<file path="src/rtl/seven_seg_scan_ctrl.sv">
// Eight-digit common-anode 7-segment scan controller.
// Digit codes are written into a shadow bank and copied to the active bank only
// at a frame boundary, so a displayed frame never mixes old and new contents.
// Each digit slot is a BLANK gap (all anodes off) followed by a DRIVE dwell.
module seven_seg_scan_ctrl #(
  parameter int unsigned DWELL_CYCLES = 50000,
  parameter int unsigned BLANK_CYCLES = 500
) (
  input  logic       clk,
  input  logic       rst,
  input  logic       wr_en,
  input  logic [2:0] wr_addr,
  input  logic [4:0] wr_data,
  input  logic       commit,
  input  logic [7:0] digit_mask,
  output logic       commit_pending,
  output logic       frame_start,
  output logic       CA,
  output logic       CB,
  output logic       CC,
  output logic       CD,
  output logic       CE,
  output logic       CF,
  output logic       CG,
  output logic       AN0,
  output logic       AN1,
  output logic       AN2,
  output logic       AN3,
  output logic       AN4,
  output logic       AN5,
  output logic       AN6,
  output logic       AN7
);

  localparam int unsigned MAX_CYCLES = (DWELL_CYCLES > BLANK_CYCLES) ? DWELL_CYCLES : BLANK_CYCLES;
  localparam int unsigned CNT_W      = $clog2(MAX_CYCLES + 1);
  localparam logic [CNT_W-1:0] DWELL_LAST = CNT_W'(DWELL_CYCLES - 1);
  localparam logic [CNT_W-1:0] BLANK_LAST = CNT_W'(BLANK_CYCLES - 1);

  localparam logic [0:0] ST_BLANK = 1'b0;
  localparam logic [0:0] ST_DRIVE = 1'b1;

  // Blank flag set, hex value don't-care: the power-up contents of both banks.
  localparam logic [4:0] BLANK_CODE = 5'h10;

  logic [0:0]       state_q, state_d;
  logic [2:0]       idx_q, idx_d;
  logic [CNT_W-1:0] cnt_q, cnt_d;
  logic             slot_end;
  logic             frame_boundary;
  logic             copy_now;
  logic             pending_q, pending_d;
  logic             frame_start_q;
  logic [6:0]       seg_q, seg_d;
  logic [7:0]       an_q, an_d;
  logic [4:0]       active_bus [8];
  logic [4:0]       cur_code;
  logic             lit;

  // Segment pattern {CG,CF,CE,CD,CC,CB,CA}, active-low.
  function automatic logic [6:0] seg_decode(input logic [3:0] v);
    logic [6:0] s;
    s = 7'h7F;
    case (v)
      4'h0: s = 7'b1000000;
      4'h1: s = 7'b1111001;
      4'h2: s = 7'b0100100;
      4'h3: s = 7'b0110000;
      4'h4: s = 7'b0011001;
      4'h5: s = 7'b0010010;
      4'h6: s = 7'b0000010;
      4'h7: s = 7'b1111000;
      4'h8: s = 7'b0000000;
      4'h9: s = 7'b0010000;
      4'hA: s = 7'b0001000;
      4'hB: s = 7'b0000011;
      4'hC: s = 7'b1000110;
      4'hD: s = 7'b0100001;
      4'hE: s = 7'b0000110;
      4'hF: s = 7'b0001110;
    endcase
    return s;
  endfunction

  // Slot sequencer: one up-counter shared by both states, restarted on every slot change.
  always_comb begin
    state_d  = state_q;
    idx_d    = idx_q;
    cnt_d    = cnt_q + 1'b1;
    slot_end = (state_q == ST_BLANK) ? (cnt_q == BLANK_LAST) : (cnt_q == DWELL_LAST);
    if (slot_end) begin
      cnt_d = '0;
      if (state_q == ST_BLANK) begin
        state_d = ST_DRIVE;
      end else begin
        state_d = ST_BLANK;
        idx_d   = idx_q + 3'd1;
      end
    end
  end

  // The last DRIVE cycle of digit 7 is the only point where the banks may be swapped.
  assign frame_boundary = (state_q == ST_DRIVE) && (idx_q == 3'd7) && slot_end;
  assign copy_now       = frame_boundary && (pending_q || commit);
  assign pending_d      = copy_now ? 1'b0 : (pending_q || commit);

  // Sequencer, commit tracking and frame pulse registers.
  always_ff @(posedge clk or negedge rst) begin
    if (!rst) begin
      state_q       <= ST_BLANK;
      idx_q         <= 3'd0;
      cnt_q         <= '0;
      pending_q     <= 1'b0;
      frame_start_q <= 1'b0;
    end else begin
      state_q       <= state_d;
      idx_q         <= idx_d;
      cnt_q         <= cnt_d;
      pending_q     <= pending_d;
      frame_start_q <= frame_boundary;
    end
  end

  // Per-digit shadow/active storage; the copy reads shadow as it was before this edge.
  genvar gi;
  generate
    for (gi = 0; gi < 8; gi++) begin : g_digit
      logic [4:0] shadow_q;
      logic [4:0] active_q;

      // Shadow takes host writes; active only ever loads from shadow at a boundary.
      always_ff @(posedge clk or negedge rst) begin
        if (!rst) begin
          shadow_q <= BLANK_CODE;
          active_q <= BLANK_CODE;
        end else begin
          if (wr_en && (wr_addr == 3'(gi))) shadow_q <= wr_data;
          if (copy_now) active_q <= shadow_q;
        end
      end

      assign active_bus[gi] = active_q;
    end
  endgenerate

  // Output pattern for the state being entered, so registered outputs line up with the state.
  always_comb begin
    cur_code = active_bus[idx_d];
    lit      = (state_d == ST_DRIVE) && digit_mask[idx_d] && !cur_code[4];
    seg_d    = lit ? seg_decode(cur_code[3:0]) : 7'h7F;
  end

  generate
    for (gi = 0; gi < 8; gi++) begin : g_anode
      assign an_d[gi] = !(lit && (idx_d == 3'(gi)));
    end
  endgenerate

  // Registered pin drivers.
  always_ff @(posedge clk or negedge rst) begin
    if (!rst) begin
      seg_q <= 7'h7F;
      an_q  <= 8'hFF;
    end else begin
      seg_q <= seg_d;
      an_q  <= an_d;
    end
  end

  assign commit_pending = pending_q;
  assign frame_start    = frame_start_q;

  assign CA  = seg_q[0];
  assign CB  = seg_q[1];
  assign CC  = seg_q[2];
  assign CD  = seg_q[3];
  assign CE  = seg_q[4];
  assign CF  = seg_q[5];
  assign CG  = seg_q[6];
  assign AN0 = an_q[0];
  assign AN1 = an_q[1];
  assign AN2 = an_q[2];
  assign AN3 = an_q[3];
  assign AN4 = an_q[4];
  assign AN5 = an_q[5];
  assign AN6 = an_q[6];
  assign AN7 = an_q[7];

endmodule
</file>
<file path="config.mk">
export PLATFORM = sky130hd
export DESIGN_NAME = seven_seg_scan_ctrl
export DESIGN_NICKNAME = d
export VERILOG_FILES = /design/src/rtl/seven_seg_scan_ctrl.sv
export SDC_FILE = /design/constraint.sdc
export NUM_CORES = 1
export LEC_CHECK = 0
export BUFFER_PORTS_ARGS = -buffer_cell sky130_fd_sc_hd__buf_4
export CORE_ASPECT_RATIO = 0.8
export CORE_MARGIN = 5
export CORE_UTILIZATION = 50
export CTS_CLUSTER_DIAMETER = 150
export DETAILED_ROUTE_END_ITERATION = 16
export PLACE_DENSITY = 0.74
export SLEW_MARGIN = 40
export SYNTH_ARGS = -nofsm -noshare
export SYNTH_HDL_FRONTEND = slang
export SYNTH_SLANG_ARGS = --single-unit
</file>
<file path="constraint.sdc">
create_clock -name clk -period 4.8 [get_ports clk]
set_input_delay 0.48 -clock clk [delete_from_list [all_inputs] [get_ports clk]]
set_output_delay 0.48 -clock clk [all_outputs]
set_load 0.03 [all_outputs]
</file>
==> flow_metrics.tcl <==
set metrics [dict create \
    setup_slack_ns 1.50 \
    initialDrtViolationCount 391 \
    vias_per_cell 5.80 \
    async_reset_ff_share_pct 100 \
    yosysWarnings 0 \
    insertion_delay_ns 0.42 \
    die_h_um 105 \
    worst_pin_slew_ns 0.814 \
    ant_nets 0 \
    timing.rr.start "cnt_q[2]" \
    path_buf_inv 1 \
    postCtsHoldBufs 0 \
    routed_wl_mm 12.6 \
    worstReg2RegEnd "seg_q[6]" \
    yosysTopAreaCellShare_pct 38.0 \
    synth_top_area_cell "dfrtp_1" \
    cts.htree.levels 4 \
    finalMaxSlewViolations 0 \
    path_class "reg2reg" \
    rows 34 \
    crit_chain "and3b_1, nand3_1, o211a_1, or2_1, a222oi_1, a22o_4, inv_1, ha_1, mux2_4, a221o_1" \
    synth.distinct_cells 70 \
    place_hpwl_mm 8.59 \
    numCtsBuffers 17 \
    drt-wirelength-per-cell_um 19.5 \
    yosysSeqAreaShare_pct 52.4 \
    critPathMaxFanout 9 \
    syn-num-nets 482 \
    synth_mux_area_share_pct 20.7 \
    fin_tns_setup_ns 0 \
    die-area_um2 13600 \
    clk_path_buf_depth 2 \
    antenna_found_initial 0 \
    ctsResizeCount 0 \
    grt_max_degree 72 \
    rsz0062_at_grt "false" \
    core-area_um2 11000 \
    clock_tree.root_cell "clkbuf_16" \
    grt_pass1_wl_mm 21.1 \
    syn-cell-area_um2 5660 \
    status "complete, no violations" \
    first_global_vias 3890 \
    synth_xor_area_share_pct 2.17 \
    synth_top_family_by_area "multiplexers" \
    synthAdderAreaFrac_pct 1.99 \
    clock-sinks 117 \
    port_buffers 36 \
    die_w_um 129 \
    hold_class "in2async" \
    max_freq_mhz 303 \
    synthFlopType "dfrtp_1" \
    yosys.area_share.simple_pct 12.1 \
    globalplace.congestion 0.871 \
    period_share_pct 68.7 \
    synth.area.top_cells "dfrtp_1 (38%), mux2_2 (18%), dfstp_2 (14%)" \
    arrival_ns 3.64 \
    p_per_area_nw_per_um2 386 \
    drtPass1Iterations 5 \
    rrSetupSlack_ns 1.50 \
    initial_utilization_pct 51.6 \
    cap_violations 0 \
    diodes 0 \
    crit_slowest_cell "dfrtp_1" \
    drc_errors 0 \
    areaGrowthSynthToFinish_pct 17.3 \
    cts_tree "built" \
    overflow 0 \
    p_leak_uw 0.00299 \
    clk_pin_slew_worst_paths_ns 0.06 \
    max_stage_delay_ns 0.47 \
    ir_worst_vdd_uv 243 \
    setup_viol_count_final 0 \
    synth.avg_cell_area_um2 12.5 \
    finalClockSkew_ns 0.0161 \
    layout-drive-gt1-share_pct 42.3 \
    post-cts-setup-buffers 0 \
    cp_top_family "compound AO/OA/AOI/OAI gates" \
    max-slew-margin-rel_pct 45.3 \
    dp_slack_ns 1.53 \
    grt.total_usage_pct 19.9 \
    finalHoldViolations 0 \
    ff2ff_path_depth 10 \
    crit_path_start_kind "flop" \
    ys_seq_elements 117 \
    cp-startpoint "cnt_q[2]" \
    synth_edf_count 0 \
    cp-end-kind "flop" \
    synth_compound_area_share_pct 7.34 \
    cp.required_ns 5.14 \
    io_pins 37 \
    num_vias 3751 \
    fin_crit_ns 3.30 \
    fin_nets 519 \
    syn_inst 453 \
]
==> flip-flops by register name, indices dropped and copies added, names as in the netlist <==
register,count
an_q,8
cnt_q,16
commit_pending,1
frame_start,1
g_digit.active_q,40
g_digit.shadow_q,40
idx_q,3
seg_q,7
state_q,1
==> per-layer routing <==
metal | wire, um | track usage, % | vias up | part of all wire (%)
li1 | - | - | 1726 | -
met1 | 5980 | 30.4 | 1883 | 47
met4 | 115 | 4.12 | 0 | 0.91
met2 | 5740 | 28.4 | 125 | 45
met5 | 0 | 0 | - | 0
met3 | 779 | 5.46 | 17 | 6.2
==> area by class of cell <==
class | instances | area, um2
fillers | 871 | 4330
flip-flops and latches | 117 | 2970
multi-input cells | 302 | 2520
clock buffers | 19 | 453
repair buffers | 40 | 304
well taps | 144 | 180
clock inverters | 13 | 170
inverters | 12 | 45.0
==> worst max path at each step <==
stage	slack (ns)	end	depth (start not counted)
detailed placement	1.53	seg_q[6]	10
global placement	1.67	seg_q[6]	10
floorplan	1.86	seg_q[6]	11
finish	1.50	seg_q[6]	10
global route	1.31	seg_q[6]	10
CTS	1.53	seg_q[6]	10
==> Yosys cell counts (3+ instances only) <==
cell      count
xor2_1        7
nand2b_1      5
xnor2_1       7
clkbuf_1      4
a221o_1       3
and4_1        3
a21oi_1       8
mux2_2       89
buf_1         4
buf_2         5
nor2b_1       3
o21ai_0       9
ha_1          9
dfrtp_1      86
mux2i_1      13
buf_4         4
nor2_1       25
dfstp_2      31
and3_1        5
nand3_1      12
buf_6         5
nand4_1       8
nand2_1      24
nor3_1       11
o21ai_1       7
inv_1        12
nand4b_1      4
==> metrics by stage <==
| stage | hold slack, ns | util [%] | total power [uW] | std cells | instance area [um2] |
|---|---|---|---|---|---|
| detailed placement | 0.443 | 54.8 | 1260 | 615 | 6010 |
| global placement | 0.437 | 54.7 | 1240 | 615 | 6000 |
| floorplan | 0.184 | - | 1190 | 453 | 5660 |
| global route | 0.113 | 60.5 | 2650 | 647 | 6640 |
| finish | 0.0557 | 60.5 | 2560 | 647 | 6640 |
| CTS | 0.0913 | 60.5 | 2580 | 647 | 6640 |
==> logic make-up (layout without fill, tap and decap cells) <==
kind of cell | after synthesis | in the layout
multiplexers | 105 | 105
AND/OR/NAND/NOR | 121 | 121
flip-flops | 117 | 117
buffers and inverters | 34 | 84
XOR/XNOR | 14 | 14
adder cells (fa/ha/maj) | 9 | 9
AO/OA/AOI/OAI | 53 | 53
==> power breakdown <==
group	internal [uW]	switching, uW
Sequential	1070	41.9
Combinational	70.1	54.1
Clock	850	475
==> cells in the final DEF (no fill, tap or decap), types with 5 or more instances in the layout <==
master,count
buf_4,39
xnor2_1,7
ha_1,9
nand3_1,12
clkbuf_16,17
nand2b_1,5
o21ai_0,9
nor3_1,10
a21oi_1,8
nor2_1,25
and3_1,5
mux2i_1,13
inv_1,12
nand2_1,24
nand4_1,8
dfrtp_1,86
o21ai_1,7
xor2_1,7
dfstp_2,31
mux2_2,89
clkinv_4,5
==> worst reg2reg max path, delay by kind of cell (launching register included) <==
| kind | cells | cell delay [ns] |
|---|---|---|
| adders and majority gates | 1 | 0.23 |
| muxes | 1 | 0.27 |
| DFF | 1 | 0.47 |
| and+or+nand+nor | 3 | 0.98 |
| AOI/OAI and AO/OA | 4 | 1.20 |
| buffers and inverters | 1 | 0.08 |
(Power assumes the default switching activity.)
